**config.mk**
```make
export PLATFORM = sky130hd
export DESIGN_NAME = spcpu_instr_prefetch
export DESIGN_NICKNAME = d
export VERILOG_FILES = /design/src/rtl/spcpu_instr_prefetch.sv
export SDC_FILE = /design/constraint.sdc
export NUM_CORES = 1
export LEC_CHECK = 0
export BUFFER_PORTS_ARGS = -buffer_cell sky130_fd_sc_hd__buf_2
export CORE_MARGIN = 5
export CORE_UTILIZATION = 48
export CTS_CLUSTER_DIAMETER = 60
export CTS_CLUSTER_SIZE = 10
export DETAILED_ROUTE_END_ITERATION = 16
export GPL_TIMING_DRIVEN = 0
export PLACE_DENSITY = 0.72
export REMOVE_ABC_BUFFERS = 1
export SYNTH_ARGS = -nofsm -noshare
export SYNTH_HDL_FRONTEND = slang
export SYNTH_SLANG_ARGS = --single-unit
```
**constraint.sdc**
```tcl
create_clock -name clk -period 3.2 [get_ports clk]
set_clock_uncertainty 0.2 [all_clocks]
set_input_delay 0.32 -clock clk [delete_from_list [all_inputs] [get_ports clk]]
set_output_delay 0.32 -clock clk [all_outputs]
set_load 0.03 [all_outputs]
```
**src/rtl/spcpu_instr_prefetch.sv**
```systemverilog
// rtl/spcpu_instr_prefetch.sv - sequential instruction prefetch FIFO for spcpu
// One request in flight at a time; redirect flushes the FIFO and discards a stale in-flight read.
module spcpu_instr_prefetch #(
  parameter int ADDR_WIDTH = 16,
  parameter int DEPTH      = 4
) (
  input  logic                    clk,
  input  logic                    reset,
  input  logic                    redirect_valid,
  input  logic [ADDR_WIDTH-1:0]   redirect_addr,
  input  logic                    instr_ready,
  output logic                    instr_valid,
  output logic [15:0]             instr_word,
  output logic [ADDR_WIDTH-1:0]   instr_addr,
  output logic                    mem_req,
  output logic [ADDR_WIDTH-1:0]   mem_addr,
  input  logic                    mem_ack,
  input  logic [15:0]             mem_rdata,
  output logic [$clog2(DEPTH):0]  fifo_count
);
  localparam int PTR_W = $clog2(DEPTH);
  localparam int CNT_W = PTR_W + 1;

  logic [15:0]           word_q [DEPTH];
  logic [15:0]           word_d [DEPTH];
  logic [ADDR_WIDTH-1:0] addr_q [DEPTH];
  logic [ADDR_WIDTH-1:0] addr_d [DEPTH];
  logic [PTR_W-1:0]      head_q, head_d, tail_q, tail_d;
  logic [CNT_W-1:0]      count_q, count_d;
  logic [ADDR_WIDTH-1:0] fetch_addr_q, fetch_addr_d;
  logic [ADDR_WIDTH-1:0] mem_addr_q, mem_addr_d;
  logic                  outstanding_q, outstanding_d;
  logic                  discard_q, discard_d;
  logic                  instr_valid_q, instr_valid_d;
  logic [15:0]           instr_word_q, instr_word_d;
  logic [ADDR_WIDTH-1:0] instr_addr_q, instr_addr_d;
  logic                  ack, push, pop, busy;

  always_comb begin
    word_d        = word_q;
    addr_d        = addr_q;
    head_d        = head_q;
    tail_d        = tail_q;
    count_d       = count_q;
    fetch_addr_d  = fetch_addr_q;
    mem_addr_d    = mem_addr_q;
    discard_d     = discard_q;
    ack           = outstanding_q && mem_ack;
    busy          = outstanding_q && !mem_ack;
    push          = 1'b0;
    pop           = 1'b0;

    if (redirect_valid) begin
      head_d       = '0;
      tail_d       = '0;
      count_d      = '0;
      fetch_addr_d = redirect_addr & ~ADDR_WIDTH'(1);
      // A read still in flight belongs to the old stream; its data must be dropped on arrival.
      discard_d    = busy;
    end else begin
      pop  = instr_valid_q && instr_ready;
      push = ack && !discard_q;
      if (ack) discard_d = 1'b0;
      if (push) begin
        word_d[tail_q] = mem_rdata;
        addr_d[tail_q] = mem_addr_q;
        tail_d         = tail_q + PTR_W'(1);
      end
      if (pop) head_d = head_q + PTR_W'(1);
      count_d = count_q + CNT_W'(push) - CNT_W'(pop);
    end

    outstanding_d = busy;
    if (!busy && count_d < CNT_W'(DEPTH)) begin
      outstanding_d = 1'b1;
      mem_addr_d    = fetch_addr_d;
      fetch_addr_d  = fetch_addr_d + ADDR_WIDTH'(2);
    end

    instr_valid_d = (count_d != '0);
    instr_word_d  = word_d[head_d];
    instr_addr_d  = addr_d[head_d];
  end

  always_ff @(posedge clk) begin
    word_q <= word_d;
    addr_q <= addr_d;
    if (reset) begin
      head_q        <= '0;
      tail_q        <= '0;
      count_q       <= '0;
      fetch_addr_q  <= '0;
      mem_addr_q    <= '0;
      outstanding_q <= 1'b0;
      discard_q     <= 1'b0;
      instr_valid_q <= 1'b0;
      instr_word_q  <= '0;
      instr_addr_q  <= '0;
    end else begin
      head_q        <= head_d;
      tail_q        <= tail_d;
      count_q       <= count_d;
      fetch_addr_q  <= fetch_addr_d;
      mem_addr_q    <= mem_addr_d;
      outstanding_q <= outstanding_d;
      discard_q     <= discard_d;
      instr_valid_q <= instr_valid_d;
      instr_word_q  <= instr_word_d;
      instr_addr_q  <= instr_addr_d;
    end
  end

  assign instr_valid = instr_valid_q;
  assign instr_word  = instr_word_q;
  assign instr_addr  = instr_addr_q;
  assign mem_req     = outstanding_q;
  assign mem_addr    = mem_addr_q;
  assign fifo_count  = count_q;

endmodule

```
==> impl_metrics.tcl <==
set metrics [dict create \
    synth_edf_count 0 \
    timing.setup.tns_ns 0 \
    hp-class "in -> reg" \
    post-place-ws_ns -0.7943 \
    maxCapViolations 0 \
    hold-worst-slack_ns 0.01997 \
    syn_to_final_growth_pct 19.21 \
    initialDrtViolationCount 303 \
    clock-sinks 202 \
    regArea_um2 4044 \
    p_total_mw 6.244 \
    seq_area_frac_synth_pct 51.32 \
    pwr-share-seq_pct 47.0 \
    p_per_area_nw_per_um2 664.7 \
    timing.final.ws_setup_ns 0.2185 \
    detail-route-antenna-nets 0 \
    design_area_um2 9394 \
    hpwlAfterDp_um 10470 \
    crit_path_max_fanout 7 \
    drc 0 \
    path_cells "nand3b_1 > ha_1 > inv_1 > ha_1 > fa_1 > xnor3_2 > a211oi_4 > buf_4 > nand4_1 > xnor2_1 > nor2_1" \
    dieArea_um2 19080 \
    grt_overflow_total 0 \
    grt_max_degree 43 \
    cpMaxStageDelayCell "dfxtp_1" \
    yosys_warnings 0 \
    rsz0062_at_grt "no" \
    cts_root_buffer "clkbuf_16" \
    p_int_mw 4.602 \
    num_rows 46 \
    status "finished clean" \
    endpoint_kind "flop" \
    synthCells 761 \
    worst_pin_slew_ns 1.072 \
    final_cell_mix "202 x dfxtp_1, 135 x mux2i_1, 129 x inv_1" \
    synth_area_um2 7880 \
    cts-buffers-inserted 24 \
    clockBufferDepth 3 \
    grt_pass1_vias 5583 \
    viasPerCell 5.108 \
    via_count 5532 \
    cts_tree "done" \
    crit_path_frequent_cell "ha_1" \
    slew_violations 0 \
    wl_per_cell_um 16.20 \
    slowest_delay_ns 0.41 \
    core_um2 16000 \
    clock_latency_ns 0.50 \
    hold_viol 0 \
    htree_levels 1 \
    pwr-share-comb_pct 15.9 \
    cellLeakagePower_nw 5.735 \
    synth_seq_cells 202 \
    required_ns 3.36 \
    grt_pass1_wl_um 28890 \
    peakVddDrop_v 0.0004473 \
    worst_ep_arrival_time_ns 3.14 \
    synthArstFlopShare_pct 0 \
    track_usage_pct 17.94 \
    nFillCells 1442 \
    setup_violations 0 \
    p_sw_mw 1.642 \
    layout_commonest_cell "dfxtp_1" \
    start_util_pct 49.25 \
    die_y_um 138.1 \
    routed_wl_um 17550 \
    firstDrtPassIters 5 \
    dpl_cell_area_um2 8457 \
    multi_input_area_um2 3217 \
    timing.final.crit_share_pct 93.17 \
    yosys_most_used_dff "dfxtp_1" \
    gp_congestion 0.7670 \
    antenna_found_initial 2 \
    p_clk_share_pct 37.0 \
    io_pins 90 \
    crit_path_start_kind "flop" \
    worstSetupPathType "reg -> reg" \
    die_w_um 138.1 \
    syn_area_per_cell_um2 10.35 \
    max_freq_mhz 335.4 \
    drive_gt1_share_pct 17.46 \
    cts.clk_slew.worst_paths_ns 0.05 \
    max_slew_margin_pct 28.24 \
    synth_cell_types 49 \
    p_sw_share_pct 26.30 \
    io_buffers 88 \
    period_minus_slack_ns 2.981 \
    fin_nets 909 \
]
-- path summary, 6_finish.rpt --
kind | depth (start not counted) | startpoint | end | slack (ns)
min reg2reg | 2 | addr_q[55]$_DFF_P_ | addr_q[55]$_DFF_P_ | 0.25
max reg2reg | 11 | mem_req$_SDFF_PP0_ | fetch_addr_q[15]$_SDFF_PP0_ | 0.22
max | 11 | mem_req$_SDFF_PP0_ | fetch_addr_q[15]$_SDFF_PP0_ | 0.22
min | 4 | redirect_addr[15] | fetch_addr_q[15]$_SDFF_PP0_ | 0.02
-- synth_stat cells (2+ instances only) --
cell type / number / area, µm²
ha_1: 7 / 87.58
clkbuf_1: 17 / 63.81
nor3_1: 2 / 10.01
nand3b_1: 5 / 37.54
dfxtp_1: 202 / 4044
o2bb2ai_1: 7 / 61.31
a211oi_1: 16 / 120.1
and2_1: 3 / 18.77
nand4b_1: 6 / 52.55
a21oi_1: 2 / 10.01
a21o_1: 31 / 232.7
nand2b_1: 2 / 12.51
mux2_2: 7 / 78.83
nand4_1: 6 / 37.54
nor2b_1: 2 / 12.51
nand2_2: 3 / 18.77
inv_1: 129 / 484.2
xnor2_1: 14 / 122.6
buf_2: 20 / 100.1
mux2_4: 3 / 45.04
nand2_1: 8 / 30.03
xor2_1: 2 / 17.52
o22ai_1: 55 / 344.1
a21oi_2: 2 / 17.52
buf_6: 3 / 33.78
nor2_1: 39 / 146.4
o21ai_0: 3 / 15.01
nand3_1: 10 / 50.05
mux2i_1: 135 / 1351
-- through the flow --
stage | instances | util, %
2_1_floorplan | 721 | -
3_3_place_gp | 1025 | 52.46
3_5_place_dp | 1028 | 52.85
4_1_cts | 1074 | 58.22
5_1_grt | 1083 | 58.71
6_report | 1083 | 58.71
-- cells by family after synthesis --
kind of cell | share of synthesized area [%]
DFF | 51.32
buffers and inverters | 8.653
muxes | 18.72
AOI/OAI and AO/OA | 11.83
and+or+nand+nor | 6.050
xor gates and xnor gates | 2.064
adders and majority gates | 1.365
-- timing repair --
| action | CTS | global route |
|---|---|---|
| pin swaps | 3 | 4 |
| resized for setup | 6 | 1 |
| hold buffers | 17 | 0 |
| gates cloned | 2 | 0 |
| endpoints found under the setup margin | 73 | 57 |
| endpoints found under the hold margin | 65 | 0 |
| buffers inserted | 0 | 7 |
-- routing by layer --
metal	vias to the layer above	GRT usage (%)	routed length [µm]	share of wire [%]
li1	2765	-	-	-
met1	2621	24.08	7904	45
met2	121	29.75	8461	48
met3	25	3.207	890	5.1
met4	0	5.200	294	1.7
met5	-	0	0	0
-- registers in the layout (all words and copies together), names as in the netlist --
signal,cells
instr_addr,16
addr_q,64
mem_req,1
instr_word,16
word_q,64
fifo_count,3
tail_q,2
instr_valid,1
head_q,2
discard_q,1
mem_addr,16
fetch_addr_q,16
-- power groups by stage --
stage,Sequential (mW),Combinational [mW],Clock [mW]
2_1_floorplan,3.16,0.467,0
3_3_place_gp,2.98,0.910,0
3_5_place_dp,2.99,0.938,0
4_1_cts,2.94,0.975,2.36
5_1_grt,2.97,1.09,2.49
6_report,2.94,0.994,2.31
-- cell type report --
cell class                 instances  area share, %
sequential                       202          43.05
multi-input combinational        392          34.24
timing repair buffer             115          7.725
clock buffer                      26          6.806
inverter                         129          5.154
tap                              216          2.877
clock inverter                     1        0.09323
antenna                            2        0.05328
-- worst max-delay path: cells and delay by family (launching register included) --
| family | cells | cell delay, ns |
|---|---|---|
| and+or+nand+nor | 3 | 0.33 |
| AOI/OAI and AO/OA | 1 | 0.26 |
| adders and majority gates | 3 | 0.85 |
| xor gates and xnor gates | 2 | 0.56 |
| buffers and inverters | 2 | 0.24 |
| DFF | 1 | 0.41 |
Power figures use the tool's default switching activity.
